==> config.mk <==
export PLATFORM = sky130hd
export DESIGN_NAME = adder_share_arbiter
export DESIGN_NICKNAME = d
export VERILOG_FILES = /design/src/rtl/adder_arb_pkg.sv /design/src/rtl/adder_share_arbiter_rr_pick.sv /design/src/rtl/adder_share_arbiter_select_adder.sv /design/src/rtl/adder_share_arbiter.sv
export SDC_FILE = /design/constraint.sdc
export NUM_CORES = 1
export LEC_CHECK = 0
export ABC_AREA = 1
export BUFFER_PORTS_ARGS = -buffer_cell sky130_fd_sc_hd__buf_2
export CAP_MARGIN = 20
export CORE_ASPECT_RATIO = 0.5
export CORE_MARGIN = 2
export CORE_UTILIZATION = 42
export DETAILED_ROUTE_END_ITERATION = 10
export GPL_ROUTABILITY_DRIVEN = 0
export GPL_TIMING_DRIVEN = 0
export PLACE_DENSITY = 0.81
export SLEW_MARGIN = 5
export SYNTH_ARGS = -nofsm -noshare
export SYNTH_HDL_FRONTEND = slang
export SYNTH_SLANG_ARGS = --single-unit
==> constraint.sdc <==
create_clock -name Clk -period 5.7 [get_ports Clk]
set_clock_uncertainty 0.05 [all_clocks]
set_input_delay 0.57 -clock Clk [delete_from_list [all_inputs] [get_ports Clk]]
set_output_delay 0.57 -clock Clk [all_outputs]
set_load 0.01 [all_outputs]
==> src/rtl/adder_arb_pkg.sv <==
// Shared types for the adder-sharing arbiter.
// Optional overflow flag output: define ARB_OVF_FLAG_EN.
package adder_arb_pkg;

  localparam int ADD_W = 9;

  typedef enum logic {
    ARB_IDLE,
    ARB_LOCKED
  } arb_state_t;

  typedef struct packed {
    logic [ADD_W-1:0] a;
    logic [ADD_W-1:0] b;
    logic             cin;
    logic             last;
  } add_req_t;

endpackage

==> src/rtl/adder_share_arbiter_rr_pick.sv <==
// Round-robin picker: first valid requester at or after ptr_i,
// wrapping modulo N; one-hot grant plus encoded id.
module rr_pick #(
  parameter  int N    = 2,
  localparam int ID_W = $clog2(N)
) (
  input  logic [N-1:0]    valid_i,
  input  logic [ID_W-1:0] ptr_i,
  output logic [N-1:0]    gnt_oh_o,
  output logic [ID_W-1:0] gnt_id_o
);

  logic            found;
  logic [ID_W-1:0] idx;

  always_comb begin
    gnt_oh_o = '0;
    gnt_id_o = '0;
    found    = 1'b0;
    idx      = '0;
    for (int k = 0; k < N; k++) begin
      idx = ID_W'((int'(ptr_i) + k) % N);
      if (!found && valid_i[idx]) begin
        found         = 1'b1;
        gnt_id_o      = idx;
        gnt_oh_o[idx] = 1'b1;
      end
    end
  end

endmodule

==> src/rtl/adder_share_arbiter_select_adder.sv <==
// 9-bit carry-select adder: ripple low nibble, upper bits
// precomputed for both carries and selected by the nibble carry.
module select_adder
  import adder_arb_pkg::*;
(
  input  logic [ADD_W-1:0] a_i,
  input  logic [ADD_W-1:0] b_i,
  input  logic             cin_i,
  output logic [ADD_W-1:0] s_o,
  output logic             cout_o
);

  localparam int LO = 4;
  localparam int HI = ADD_W - LO;

  logic [LO:0] lo;
  logic [HI:0] hi0;
  logic [HI:0] hi1;

  assign lo  = {1'b0, a_i[LO-1:0]} + {1'b0, b_i[LO-1:0]}
             + {{LO{1'b0}}, cin_i};
  assign hi0 = {1'b0, a_i[ADD_W-1:LO]} + {1'b0, b_i[ADD_W-1:LO]};
  assign hi1 = {1'b0, a_i[ADD_W-1:LO]} + {1'b0, b_i[ADD_W-1:LO]}
             + {{HI{1'b0}}, 1'b1};

  assign {cout_o, s_o} = lo[LO] ? {hi1, lo[LO-1:0]}
                                : {hi0, lo[LO-1:0]};

endmodule

==> src/rtl/adder_share_arbiter.sv <==
// Round-robin sharing of one carry-select adder with chained beats.
// Optional signed-overflow output rsp_ovf: define ARB_OVF_FLAG_EN.
module adder_share_arbiter
  import adder_arb_pkg::*;
#(
  parameter  int N_REQ = 2,
  localparam int ID_W  = $clog2(N_REQ)
) (
  input  logic                         Clk,
  input  logic                         Reset,
  input  logic [N_REQ-1:0]             req_valid,
  output logic [N_REQ-1:0]             req_ready,
  input  logic [N_REQ-1:0][ADD_W-1:0]  req_A,
  input  logic [N_REQ-1:0][ADD_W-1:0]  req_B,
  input  logic [N_REQ-1:0]             req_cin,
  input  logic [N_REQ-1:0]             req_last,
  output logic                         rsp_valid,
  input  logic                         rsp_ready,
  output logic [ADD_W-1:0]             rsp_S,
  output logic                         rsp_cout,
  output logic [ID_W-1:0]              rsp_id,
  output logic                         rsp_last
`ifdef ARB_OVF_FLAG_EN
  ,
  output logic                         rsp_ovf
`endif
);

  arb_state_t      state_q, state_d;
  logic [ID_W-1:0] rr_ptr_q, rr_ptr_d;
  logic [ID_W-1:0] owner_q, owner_d;
  logic            carry_q, carry_d;

  logic             rsp_valid_q;
  logic [ADD_W-1:0] rsp_S_q;
  logic             rsp_cout_q;
  logic [ID_W-1:0]  rsp_id_q;
  logic             rsp_last_q;

  logic [N_REQ-1:0] gnt_oh;
  logic [ID_W-1:0]  gnt_id;
  logic [ID_W-1:0]  sel_id;
  add_req_t         sel;
  logic             add_cin;
  logic [ADD_W-1:0] sum;
  logic             cout;
  logic             slot_free;
  logic             accept;

  function automatic logic [ID_W-1:0] ptr_inc(
    input logic [ID_W-1:0] id
  );
    if (int'(id) == N_REQ - 1) return '0;
    return id + 1'b1;
  endfunction

  rr_pick #(.N(N_REQ)) u_rr_pick (
    .valid_i  (req_valid),
    .ptr_i    (rr_ptr_q),
    .gnt_oh_o (gnt_oh),
    .gnt_id_o (gnt_id)
  );

  assign slot_free = !rsp_valid_q | rsp_ready;
  assign sel_id    = (state_q == ARB_LOCKED) ? owner_q : gnt_id;
  assign sel       = '{a:    req_A[sel_id],
                       b:    req_B[sel_id],
                       cin:  req_cin[sel_id],
                       last: req_last[sel_id]};
  // Chain beats take the held carry; requester cin only opens a chain
  assign add_cin   = (state_q == ARB_LOCKED) ? carry_q : sel.cin;
  assign accept    = |(req_valid & req_ready);

  select_adder u_select_adder (
    .a_i    (sel.a),
    .b_i    (sel.b),
    .cin_i  (add_cin),
    .s_o    (sum),
    .cout_o (cout)
  );

  always_ff @(posedge Clk) begin
    if (Reset) begin
      state_q  <= ARB_IDLE;
      rr_ptr_q <= '0;
      owner_q  <= '0;
      carry_q  <= 1'b0;
    end else begin
      state_q  <= state_d;
      rr_ptr_q <= rr_ptr_d;
      owner_q  <= owner_d;
      carry_q  <= carry_d;
    end
  end

  always_comb begin
    state_d  = state_q;
    rr_ptr_d = rr_ptr_q;
    owner_d  = owner_q;
    carry_d  = carry_q;
    if (accept) begin
      if (sel.last) begin
        state_d  = ARB_IDLE;
        rr_ptr_d = ptr_inc(sel_id);
        carry_d  = 1'b0;
      end else begin
        state_d  = ARB_LOCKED;
        owner_d  = sel_id;
        carry_d  = cout;
      end
    end
  end

  always_comb begin
    req_ready = '0;
    if (!Reset && slot_free) begin
      unique case (state_q)
        ARB_IDLE:   req_ready = gnt_oh;
        ARB_LOCKED: req_ready[owner_q] = 1'b1;
        default:    req_ready = '0;
      endcase
    end
  end

  always_ff @(posedge Clk) begin
    if (Reset) begin
      rsp_valid_q <= 1'b0;
      rsp_S_q     <= '0;
      rsp_cout_q  <= 1'b0;
      rsp_id_q    <= '0;
      rsp_last_q  <= 1'b0;
    end else if (slot_free) begin
      rsp_valid_q <= accept;
      if (accept) begin
        rsp_S_q    <= sum;
        rsp_cout_q <= cout;
        rsp_id_q   <= sel_id;
        rsp_last_q <= sel.last;
      end
    end
  end

  assign rsp_valid = rsp_valid_q;
  assign rsp_S     = rsp_S_q;
  assign rsp_cout  = rsp_cout_q;
  assign rsp_id    = rsp_id_q;
  assign rsp_last  = rsp_last_q;

`ifdef ARB_OVF_FLAG_EN
  logic rsp_ovf_q;
  logic ovf;

  assign ovf = (sel.a[ADD_W-1] == sel.b[ADD_W-1])
             & (sum[ADD_W-1] != sel.a[ADD_W-1]);

  always_ff @(posedge Clk) begin
    if (Reset) begin
      rsp_ovf_q <= 1'b0;
    end else if (slot_free && accept) begin
      rsp_ovf_q <= ovf;
    end
  end

  assign rsp_ovf = rsp_ovf_q;
`endif

endmodule

==> results.cfg <==
[clock_tree]
cts_setup_buffers = 0
cts_tree = done
hold_buffers = 0
cts.sinks = 17
clk_latency_ns = 0.25
cts_max_level = 1
ctsResizeCount = 0
cts_max_path_buffers = 2
cts.clk_slew.worst_paths_ns = 0.07
clock_tree.root_cell = clkbuf_8
cts_buffers = 3

[worst_setup_path]
cp-end-kind = register
cp.required_ns = 5.80
start_kind = input pin
r2r_slack_ns = 2.62
crit_path_max_fanout = 10
path_class = in -> reg
critical_path_arrival_ns = 3.19

[floorplanning]
core_area_um2 = 3120
initial_core_util_pct = 45.8
dieArea_um2 = 3910
die-width_um = 86.5
pin_count = 60
die_h_um = 45.2
rows = 14

[routing]
drc = 0
post_drt_wl_per_cell_um = 10.4
first_pass_iters = 6
drtIter0Drc = 30
ant_nets = 0
vias = 1583
viasPerCell = 4.81
wirelength_um = 3420

[power]
p_per_area_nw_per_um2 = 285
p_leak_nw = 1.06
ir_drop_mv = 0.116

[logic_synthesis]
ys_ff_latch = 17
synth_top_cell_by_area = dfxtp_1
syn_area_um2 = 1430
synthTopCellsByArea = dfxtp_1 (24%), nand2_1 (23%), ha_1 (7.9%)
syn_nets = 283
synth.distinct_cells = 33
syn_inst = 226
seq_area_frac_synth_pct = 23.8
ys_warn_count = 0
yosysTopAreaCellShare_pct = 23.8
syn_area_per_cell_um2 = 6.32

[timing]
slew_headroom_pct = 68.4
fmax_mhz = 323
fin_crit_sh_pct = 54.3
postLayoutSetupSlackWorst_ns = 2.61
tns_ns = 0
finalSetupViolations = 0
tightest_slew_ns = 0.474
rsz0062_at_grt = no
slew_violations = 0
hold_viol_final = 0
fin_crit_ns = 3.09

[flow_run]
drv_cap = 0

[global_routing]
grtUsageTotal_pct = 18.3
antenna_found_initial = 0
grt_pass1_vias = 1438
grt-ovfl-total = 0
grt_pass1_wl_um = 5690
grt_max_degree = 11

[placement]
dpl_worst_slack_ns = 2.36
dpl.hpwl_um = 2880
dpl.cell_count = 325
port_buffers = 59

[layout]
areaGrowthSynthToFinish_pct = 27.4
antennaDiodeCount = 0
layout.nets = 347
drive_above_1_share_pct = 28.4
instances_no_fill = 329

[hold_path]
worstHoldPathType = reg -> reg

[run_status]
outcome = finished, final reports clean
==> synth_stat cells (all sizes together) <==
cell,count
o21bai,2
nor2,14
inv,24
o21ai,15
a31oi,1
nor3b,1
dfxtp,17
xnor2,2
buf,5
nand3,13
nand4,1
nand3b,1
fa,3
nand2,92
xor2,3
o211ai,1
clkbuf,2
or2,2
ha,9
a21oi,18
==> power by group <==
group	total, mW	leakage (nW)	internal [mW]	switching [mW]
registers	0.139	0.139	0.133	0.00636
clock network	0.0878	0.0255	0.0484	0.0394
logic	0.291	0.892	0.117	0.174
total	0.518	1.06	0.299	0.220
==> layout make-up <==
class	count	area, um^2
clock buffer	3	41.3
sequential	17	340
fill	313	1300
inverter	24	92.6
timing repair buffer	59	295
tap	40	50.0
multi-input combinational	178	943
clock inverter	1	5.00
buffer	7	52.6
==> stage by stage <==
step | util, % | hold WS (ns) | cell area (um^2) | power (mW)
2_1_floorplan | - | 0.383 | 1430 | 0.359
3_3_place_gp | 56.9 | 0.404 | 1770 | 0.424
3_5_place_dp | 56.9 | 0.403 | 1770 | 0.433
4_1_cts | 58.4 | 0.416 | 1820 | 0.522
5_1_grt | 58.4 | 0.438 | 1820 | 0.568
6_report | 58.4 | 0.416 | 1820 | 0.518
==> critical path, cell delays in order <==
cell      delay [ns]
buf_2           0.11
nand2_1         0.08
nand3_1         0.15
nand2_4         0.13
inv_2           0.05
buf_6           0.13
buf_2           0.18
nand2_1         0.07
nand2_1         0.07
fa_1            0.45
inv_1           0.09
fa_1            0.21
nor2_1          0.06
nor2_1          0.23
inv_1           0.12
nand2_1         0.11
nor2_1          0.05
nand2_1         0.08
nor2_1          0.05
o21bai_1        0.14
inv_1           0.05
==> path summary, 6_finish.rpt <==
path                              start                     to  cells past startpoint
hold reg to reg   rsp_last$_SDFFE_PP0P_  rsp_last$_SDFFE_PP0P_                      2
setup reg to reg   state_q$_SDFFE_PP0P_  rsp_S[8]$_SDFFE_PP0P_                     20
hold / removal    rsp_last$_SDFFE_PP0P_  rsp_last$_SDFFE_PP0P_                      2
setup / recovery           req_valid[1]  rsp_S[8]$_SDFFE_PP0P_                     21
==> kinds of logic after synthesis <==
family | Yosys count | synth area share (%)
AOI/OAI and AO/OA | 37 | 13.8
xor gates and xnor gates | 5 | 3.07
adders and majority gates | 12 | 12.1
buffers and inverters | 31 | 10.2
DFF | 17 | 23.8
and+or+nand+nor | 124 | 37.0
==> metal layers <==
| metal | GRT usage (%) | vias up | wire (um) |
|---|---|---|---|
| li1 | - | 839 | - |
| met1 | 22.4 | 702 | 1540 |
| met2 | 34.9 | 40 | 1640 |
| met3 | 3.29 | 2 | 215 |
| met4 | 2.81 | 0 | 17 |
| met5 | 0 | - | 0 |
==> state kept, by name (all words and copies together) (netlist names) <==
signal,flops
rr_ptr_q,1
owner_q,1
carry_q,1
rsp_S,9
rsp_last,1
rsp_valid,1
rsp_id,1
rsp_cout,1
state_q,1
==> layout by cell type (no fill, tap or decap), types with 3 or more instances in the layout <==
master / count
nor2_1: 13
o21ai_1: 4
clkbuf_8: 3
nand2_1: 87
o21ai_0: 10
fa_1: 3
a21oi_1: 18
nand3_1: 12
inv_2: 3
buf_2: 61
xor2_1: 3
dfxtp_1: 17
ha_1: 9
nand2_2: 3
inv_1: 20
No activity file was read; power rests on OpenSTA's default activity.
